`src/rtl/mem_slave_ctrl_pkg.sv`:
```
// Shared types and constants for the memory slave controller.
// Provides default bus widths, data/address types, FSM states and op codes.
package mem_pkg;

  localparam int MEM_WIDTH      = 8;
  localparam int MEM_ADDR_WIDTH = 4;

  typedef logic [MEM_WIDTH-1:0]      data_t;
  typedef logic [MEM_ADDR_WIDTH-1:0] addr_t;

  typedef enum logic [1:0] {
    IDLE    = 2'd0,
    RD_WAIT = 2'd1,
    RESP    = 2'd2
  } state_e;

  localparam logic WR = 1'b1;
  localparam logic RD = 1'b0;

endpackage

```
`src/rtl/mem_slave_ctrl_if.sv`:
```
// Memory request/response bus: wr_rd/addr/wdata/valid from the master,
// registered rdata and a one-cycle ready pulse from the slave.
interface mem_slave_ctrl_if #(
  parameter int WIDTH      = 8,
  parameter int ADDR_WIDTH = 4
);

  logic                  wr_rd;
  logic [ADDR_WIDTH-1:0] addr;
  logic [WIDTH-1:0]      wdata;
  logic                  valid;
  logic [WIDTH-1:0]      rdata;
  logic                  ready;

  modport master (
    output wr_rd, addr, wdata, valid,
    input  rdata, ready
  );

  modport slave (
    input  wr_rd, addr, wdata, valid,
    output rdata, ready
  );

endinterface

```
`src/rtl/mem_slave_ctrl_array.sv`:
```
// DEPTH x WIDTH storage, async clear, one write port and one registered
// read port with enable. Out-of-range writes drop, reads return zero.
module mem_array #(
  parameter int WIDTH      = 8,
  parameter int ADDR_WIDTH = 4,
  parameter int DEPTH      = 16
) (
  input  logic                  clk,
  input  logic                  rst,
  input  logic                  we,
  input  logic [ADDR_WIDTH-1:0] waddr,
  input  logic [WIDTH-1:0]      wdata,
  input  logic                  re,
  input  logic [ADDR_WIDTH-1:0] raddr,
  output logic [WIDTH-1:0]      rdata
);

  localparam int IW = (DEPTH > 1) ? $clog2(DEPTH) : 1;
  localparam logic [ADDR_WIDTH:0] LIMIT = (ADDR_WIDTH+1)'(DEPTH);

  logic [WIDTH-1:0] mem [DEPTH];
  logic             w_ok;
  logic             r_ok;
  logic [IW-1:0]    widx;
  logic [IW-1:0]    ridx;

  assign w_ok = {1'b0, waddr} < LIMIT;
  assign r_ok = {1'b0, raddr} < LIMIT;
  assign widx = waddr[IW-1:0];
  assign ridx = raddr[IW-1:0];

  always_ff @(posedge clk or posedge rst) begin
    if (rst) begin
      for (int i = 0; i < DEPTH; i++)
        mem[i] <= '0;
      rdata <= '0;
    end else begin
      if (we && w_ok)
        mem[widx] <= wdata;
      if (re)
        rdata <= r_ok ? mem[ridx] : '0;
    end
  end

endmodule

```
`src/rtl/mem_slave_ctrl.sv`:
```
// Memory slave: accepts one read/write at a time, answers with a single
// ready pulse; reads return after RD_LAT cycles. Ports: clk, res, bus.
module mem_slave_ctrl
  import mem_pkg::*;
#(
  parameter int WIDTH      = MEM_WIDTH,
  parameter int ADDR_WIDTH = MEM_ADDR_WIDTH,
  parameter int DEPTH      = 2**ADDR_WIDTH,
  parameter int RD_LAT     = 2
) (
  input logic clk,
  input logic res,
  mem_slave_ctrl_if.slave bus
);

  localparam logic [1:0] ST_IDLE = IDLE;
  localparam logic [1:0] ST_WAIT = RD_WAIT;
  localparam logic [1:0] ST_RESP = RESP;

  localparam logic [3:0] CNT_INIT = 4'(RD_LAT - 1);
  localparam bit         LAT1     = (RD_LAT == 1);

  logic [1:0]            state;
  logic [3:0]            cnt;
  logic [ADDR_WIDTH-1:0] addr_q;
  logic                  ready_q;
  logic                  accept;
  logic                  wr_en;
  logic                  rd_en;
  logic [ADDR_WIDTH-1:0] rd_addr;
  logic [WIDTH-1:0]      rdata_w;

  assign accept = (state == ST_IDLE) && bus.valid;
  assign wr_en  = accept && (bus.wr_rd == WR);

  // With RD_LAT = 1 the array is read at the acceptance edge itself,
  // so the live address is used; otherwise the latched one.
  assign rd_en = (accept && (bus.wr_rd == RD) && LAT1)
              || ((state == ST_WAIT) && (cnt == 4'd1));
  assign rd_addr = (state == ST_IDLE) ? bus.addr : addr_q;

  mem_array #(
    .WIDTH      (WIDTH),
    .ADDR_WIDTH (ADDR_WIDTH),
    .DEPTH      (DEPTH)
  ) u_array (
    .clk   (clk),
    .rst   (res),
    .we    (wr_en),
    .waddr (bus.addr),
    .wdata (bus.wdata),
    .re    (rd_en),
    .raddr (rd_addr),
    .rdata (rdata_w)
  );

  always_ff @(posedge clk or posedge res) begin
    if (res) begin
      state   <= ST_IDLE;
      cnt     <= '0;
      addr_q  <= '0;
      ready_q <= 1'b0;
    end else begin
      case (state)
        ST_IDLE: begin
          ready_q <= 1'b0;
          if (bus.valid) begin
            addr_q <= bus.addr;
            if (bus.wr_rd == WR || LAT1) begin
              state   <= ST_RESP;
              ready_q <= 1'b1;
            end else begin
              state <= ST_WAIT;
              cnt   <= CNT_INIT;
            end
          end
        end
        ST_WAIT: begin
          cnt <= cnt - 4'd1;
          if (cnt == 4'd1) begin
            state   <= ST_RESP;
            ready_q <= 1'b1;
          end
        end
        ST_RESP: begin
          state   <= ST_IDLE;
          ready_q <= 1'b0;
        end
        default: begin
          state   <= ST_IDLE;
          ready_q <= 1'b0;
        end
      endcase
    end
  end

  assign bus.ready = ready_q;
  assign bus.rdata = rdata_w;

endmodule

```
`src/flat_wrapper.sv`:
```
// flat-port wrapper written by rule: the top's interface ports become plain ports
module mem_slave_ctrl_flat import mem_pkg::*;
#(
  parameter int WIDTH      = MEM_WIDTH,
  parameter int ADDR_WIDTH = MEM_ADDR_WIDTH,
  parameter int DEPTH      = 2**ADDR_WIDTH,
  parameter int RD_LAT     = 2
)
  (clk, res, bus_wr_rd, bus_addr, bus_wdata, bus_valid, bus_rdata, bus_ready);
  mem_slave_ctrl_if #(.WIDTH(WIDTH), .ADDR_WIDTH(ADDR_WIDTH)) bus_i ();
  input logic clk;
  input logic res;
  input wire logic [$bits(bus_i.wr_rd)-1:0] bus_wr_rd;
  input wire logic [$bits(bus_i.addr)-1:0] bus_addr;
  input wire logic [$bits(bus_i.wdata)-1:0] bus_wdata;
  input wire logic [$bits(bus_i.valid)-1:0] bus_valid;
  output wire logic [$bits(bus_i.rdata)-1:0] bus_rdata;
  output wire logic [$bits(bus_i.ready)-1:0] bus_ready;
  assign bus_i.wr_rd = bus_wr_rd;
  assign bus_i.addr = bus_addr;
  assign bus_i.wdata = bus_wdata;
  assign bus_i.valid = bus_valid;
  assign bus_rdata = bus_i.rdata;
  assign bus_ready = bus_i.ready;
  mem_slave_ctrl #(.WIDTH(WIDTH), .ADDR_WIDTH(ADDR_WIDTH), .DEPTH(DEPTH), .RD_LAT(RD_LAT)) u_core (.clk(clk), .res(res), .bus(bus_i));
endmodule
```
`config.mk`:
```
export PLATFORM = sky130hd
export DESIGN_NAME = mem_slave_ctrl_flat
export DESIGN_NICKNAME = d
export VERILOG_FILES = /design/src/rtl/mem_slave_ctrl_pkg.sv /design/src/rtl/mem_slave_ctrl_if.sv /design/src/rtl/mem_slave_ctrl_array.sv /design/src/rtl/mem_slave_ctrl.sv /design/src/flat_wrapper.sv
export SDC_FILE = /design/constraint.sdc
export NUM_CORES = 1
export LEC_CHECK = 0
export BUFFER_PORTS_ARGS = -buffer_cell sky130_fd_sc_hd__clkbuf_2
export CORE_ASPECT_RATIO = 0.7
export CORE_MARGIN = 1.5
export CORE_UTILIZATION = 50
export DETAILED_ROUTE_END_ITERATION = 10
export PLACE_DENSITY_LB_ADDON = 0.1
export SLEW_MARGIN = 15
export SYNTH_ARGS = -nofsm -noshare
export SYNTH_HDL_FRONTEND = slang
export SYNTH_HIERARCHICAL = 1
export SYNTH_SLANG_ARGS = --single-unit
```
`constraint.sdc`:
```
create_clock -name clk -period 7 [get_ports clk]
set_input_delay 0.35 -clock clk [delete_from_list [all_inputs] [get_ports clk]]
set_output_delay 0.35 -clock clk [all_outputs]
set_load 0.05 [all_outputs]
```
==> results.txt <==
In this run the post-CTS setup repair buffer count came out at 0. The slew at the pin closest to its max-slew limit works out to 1.01 ns. The number of nets with antenna violations after routing was 0; the final cell utilization of the core was 57.6%.

The average wire per cell in the routed design works out to 21.9 um. The first global-routing pass estimated 23,500 um of wire. Summed over all instances, the cell type with the most area after synthesis is dfrtp_1. The run finished with clean final reports. The area growth from synthesis to layout is 11.9%. The final setup violation count was 0. The worst setup path is captured at a flip-flop.

Number of enable flip-flop cells after synthesis: 0. The CTS root buffer was clkbuf_16. In the final routing, the length of wire on met1 measures 7000 um.

Detailed routing inserted a total of 3,805 vias. The number of gates given a new drive strength after cts is 0. Of the total power, the share spent switching nets is 31.5%. The minimum period implied by the final worst setup slack was 2.66 ns; the number of buffers inserted for hold repair after clock tree synthesis was 1.

In this run the number of H-tree levels came out at 4. The die area came out at 14,300 um2. The data arrival time of the critical path came out at 2.91 ns. Along the worst path, the maximum fanout reaches 24.

The worst register-to-register path ends at u_core/u_array/rdata[7]. For the worst setup path, the data required time is 7.24 ns. Routability-driven placement finished with a final weighted congestion of 0.764. The instance count of the mapped netlist is 439, and the final setup skew is 0.0107 ns.

Measured against its own limit, the worst slew margin works out to 32.7%. The mean number of vias per cell works out to 5.84. The detailed router finished its first iteration with 246 violations. Once detailed placement completed, the half-perimeter wirelength came to 8940 um. Of the cells placed in the final design, the portion with a size suffix greater than 1 is 52.0%. The tools report the number of max-cap violations as 0.

The run gives 22.6% as the total global routing track utilization. The initial antenna violation count came out at 0. TritonCTS built the clock tree. Detailed routing placed a total of 666 um of wire on met3. Derived from the worst setup path, the maximum achievable clock frequency is 0.376 GHz. 25 I/O pins were placed. The startpoint of the most critical register-to-register path was u_core/state[0].

The dominant synthesized flop cell is dfrtp_1. The die is 142 um wide. By area the synthesized netlist is led by dfrtp_1 54%, mux2_2 21%, mux4_2 11%, mux2_4 2.6%, mux2i_1 1.3%.

The total overflow left after global routing is 0. The later pin in the worst-skew pair is clocked with a latency of 0.41 ns. The final layout contains routed wiring with a total length of 14,300 um. Summing the sequential cell areas from Yosys gives 54.1% of the chip area. Final number of hold-violating endpoints: 0. For the maximum number of pins on one net before global-route repair, the log shows 81. The internal portion of the total power is 2.25 mW. TritonCTS created 17 clock buffers. The setup check on the worst reg-to-reg path leaves a slack of 4.34 ns. After detailed routing, the number of remaining DRC violations is 0.

The floorplan step defined a core boundary enclosing 13,200 um2. The number of antenna diodes in the final layout is 0. The die is 101 um tall.

The initial utilization of the core area, before any placement, comes to 51.4%. The min-delay analysis places its worst path in the category primary input to flip-flop. Clock-pin slew was measured on the worst setup and hold paths at 0.06 ns.

After layout, the worst path uses 38.0% of the clock period. For the fill cell instance count of the final layout, the log shows 1,059. The switching power summed over all nets was 1.03 mW. In this run the worst setup path terminates at u_core/u_array/rdata[7]. The run gives 6430 um as the routed length on met2. Class of the most critical setup path: flip-flop to flip-flop.

Counting every net in the synthesized netlist gives 457. The top-area cell type share of the netlist area was 54.1%. In this run the core area contains 35 standard-cell rows. Setup repair after global routing left no endpoint under its margin.

The run gives 217 uV as the maximum ir drop on the vdd rail. The highest routed metal layer was met4. The worst setup path is launched from a flip-flop. Combinational logic burns 32.6% of the power.

The run gives 0 ns as the summed negative setup slack over all endpoints. The worst register-to-register path has a depth of 5. In the final layout, flip-flops and latches occupy 3680 um2. The logs give 147 for the TritonCTS sink count and 40 for the number of distinct library cells after synthesis. Once layout is done, the placed cells without fillers occupy 7610 um2. Of all flip-flops after synthesis, the portion carrying an async set or reset was 100%.

Combined area of the multi-input logic cells: 2940 um2. The post-placement cell area is 7000 um2. The design draws 3.28 mW. The cell area after synthesis came out at 6800 um2. The clock power share was 28.2%. Summed over all cells, the static leakage comes to 3.49 nW. The net count of the finished layout is 472. Yosys printed 6 warnings. The tools report the first-pass detailed-route iteration total as 4. The via count of the first global-routing pass came out at 4,023. In this run the worst setup path begins at u_core/state[0]. The max-slew violation count is 0, and the count of buffers from port buffering is 24. The count of state elements after synthesis is 147. The power share of the sequential group was 39.2%; the synthesized area per cell was 15.5 um2.

The total power divided by cell area was 431 nW/um2. The clock passes through at most 2 buffers.
placed cells by master, fill, tap and decap left out, types with 4 or more instances in the layout:
cell type and instances:
mux4_2 32, mux2i_1 9, clkbuf_2 24, mux2_2 125, dfrtp_1 147, nand2_1 4, nand2b_1 4, nor2_2 7
nand3b_1 4, a221oi_1 8, o22ai_1 8, nor2_1 11, mux2_4 12, clkinvlp_4 4, clkbuf_16 17
synthesized netlist by cell type, types with 2 or more instances:
cell / count
dfrtp_1: 147
nand3_1: 3
nand3b_1: 4
a21oi_1: 2
inv_1: 4
buf_2: 9
buf_1: 4
nand2_1: 4
or3_1: 3
a221oi_1: 8
nor2_1: 12
mux2_4: 12
nor2_2: 6
nor3b_1: 3
o21ai_0: 2
and2_1: 2
o22ai_1: 8
mux2i_1: 9
mux2_2: 125
mux4_2: 32
ha_1: 2
buf_4: 4
nor3_2: 3
clkbuf_1: 9
buf_6: 4
nand2b_1: 4
flip-flops by register name (all words and copies together), names as in the netlist:
name                  cells
u_core/addr_q             4
u_core/bus.ready          1
u_core/cnt                4
u_core/state              2
u_core/u_array/mem      128
u_core/u_array/rdata      8
routing by layer:
metal	global-route usage [%]	vias up
li1	-	1676
met1	34.6	2017
met2	33.1	95
met3	4.42	17
met4	5.95	0
met5	0	-
worst max-delay path, stage by stage (launching register included):
cell,delay (ns)
dfrtp_1,0.48
nor2_4,0.24
mux2_2,0.83
mux4_2,0.60
o22ai_1,0.21
a221oi_1,0.12
cell type report:
| type | count | area share, % |
|---|---|---|
| clock buffer | 20 | 5.87 |
| clock inverter | 12 | 2.05 |
| inverter | 4 | 0.263 |
| multi-input combinational | 258 | 38.7 |
| sequential | 147 | 48.3 |
| tap | 185 | 3.04 |
| timing repair buffer | 26 | 1.81 |
kinds of logic (layout without fill, tap and decap cells):
logic type | after synthesis | after routing | share of synthesized area (%)
DFF | 147 | 147 | 54.1
muxes | 178 | 178 | 35.3
adders and majority gates | 2 | 2 | 0.368
buffers and inverters | 34 | 62 | 2.70
and+or+nand+nor | 54 | 54 | 4.95
AOI/OAI and AO/OA | 24 | 24 | 2.65
how the worst min path moves through the flow:
stage,from,endpoint,slack [ns],depth (start not counted)
2_1_floorplan,res,u_core/addr_q[0],0.20,1
3_3_place_gp,res,u_core/bus.ready,0.40,2
3_5_place_dp,res,u_core/bus.ready,0.41,2
4_1_cts,bus_wr_rd,u_core/state[1],0.25,3
5_1_grt,bus_wr_rd,u_core/state[1],0.30,3
6_report,bus_wr_rd,u_core/state[1],0.26,3
per-stage QoR:
step                      setup WS, ns  instances  hold slack, ns
final                             4.34        652           0.261
after global routing              4.11        652           0.297
after CTS                         4.28        652           0.248
after detailed placement          4.28        619           0.414
after global placement            4.02        619           0.403
after floorplan                   3.01        439           0.202
power groups by stage:
stage / combinational (mW) / clock, mW / sequential [mW]
after detailed placement: 1.08 / 0 / 1.29
after global routing: 1.16 / 0.984 / 1.32
final: 1.07 / 0.926 / 1.29
after floorplan: 0.831 / 0 / 1.33
after global placement: 1.06 / 0 / 1.28
after CTS: 1.08 / 0.943 / 1.29
Note: power is estimated with default switching activity, not from simulation.
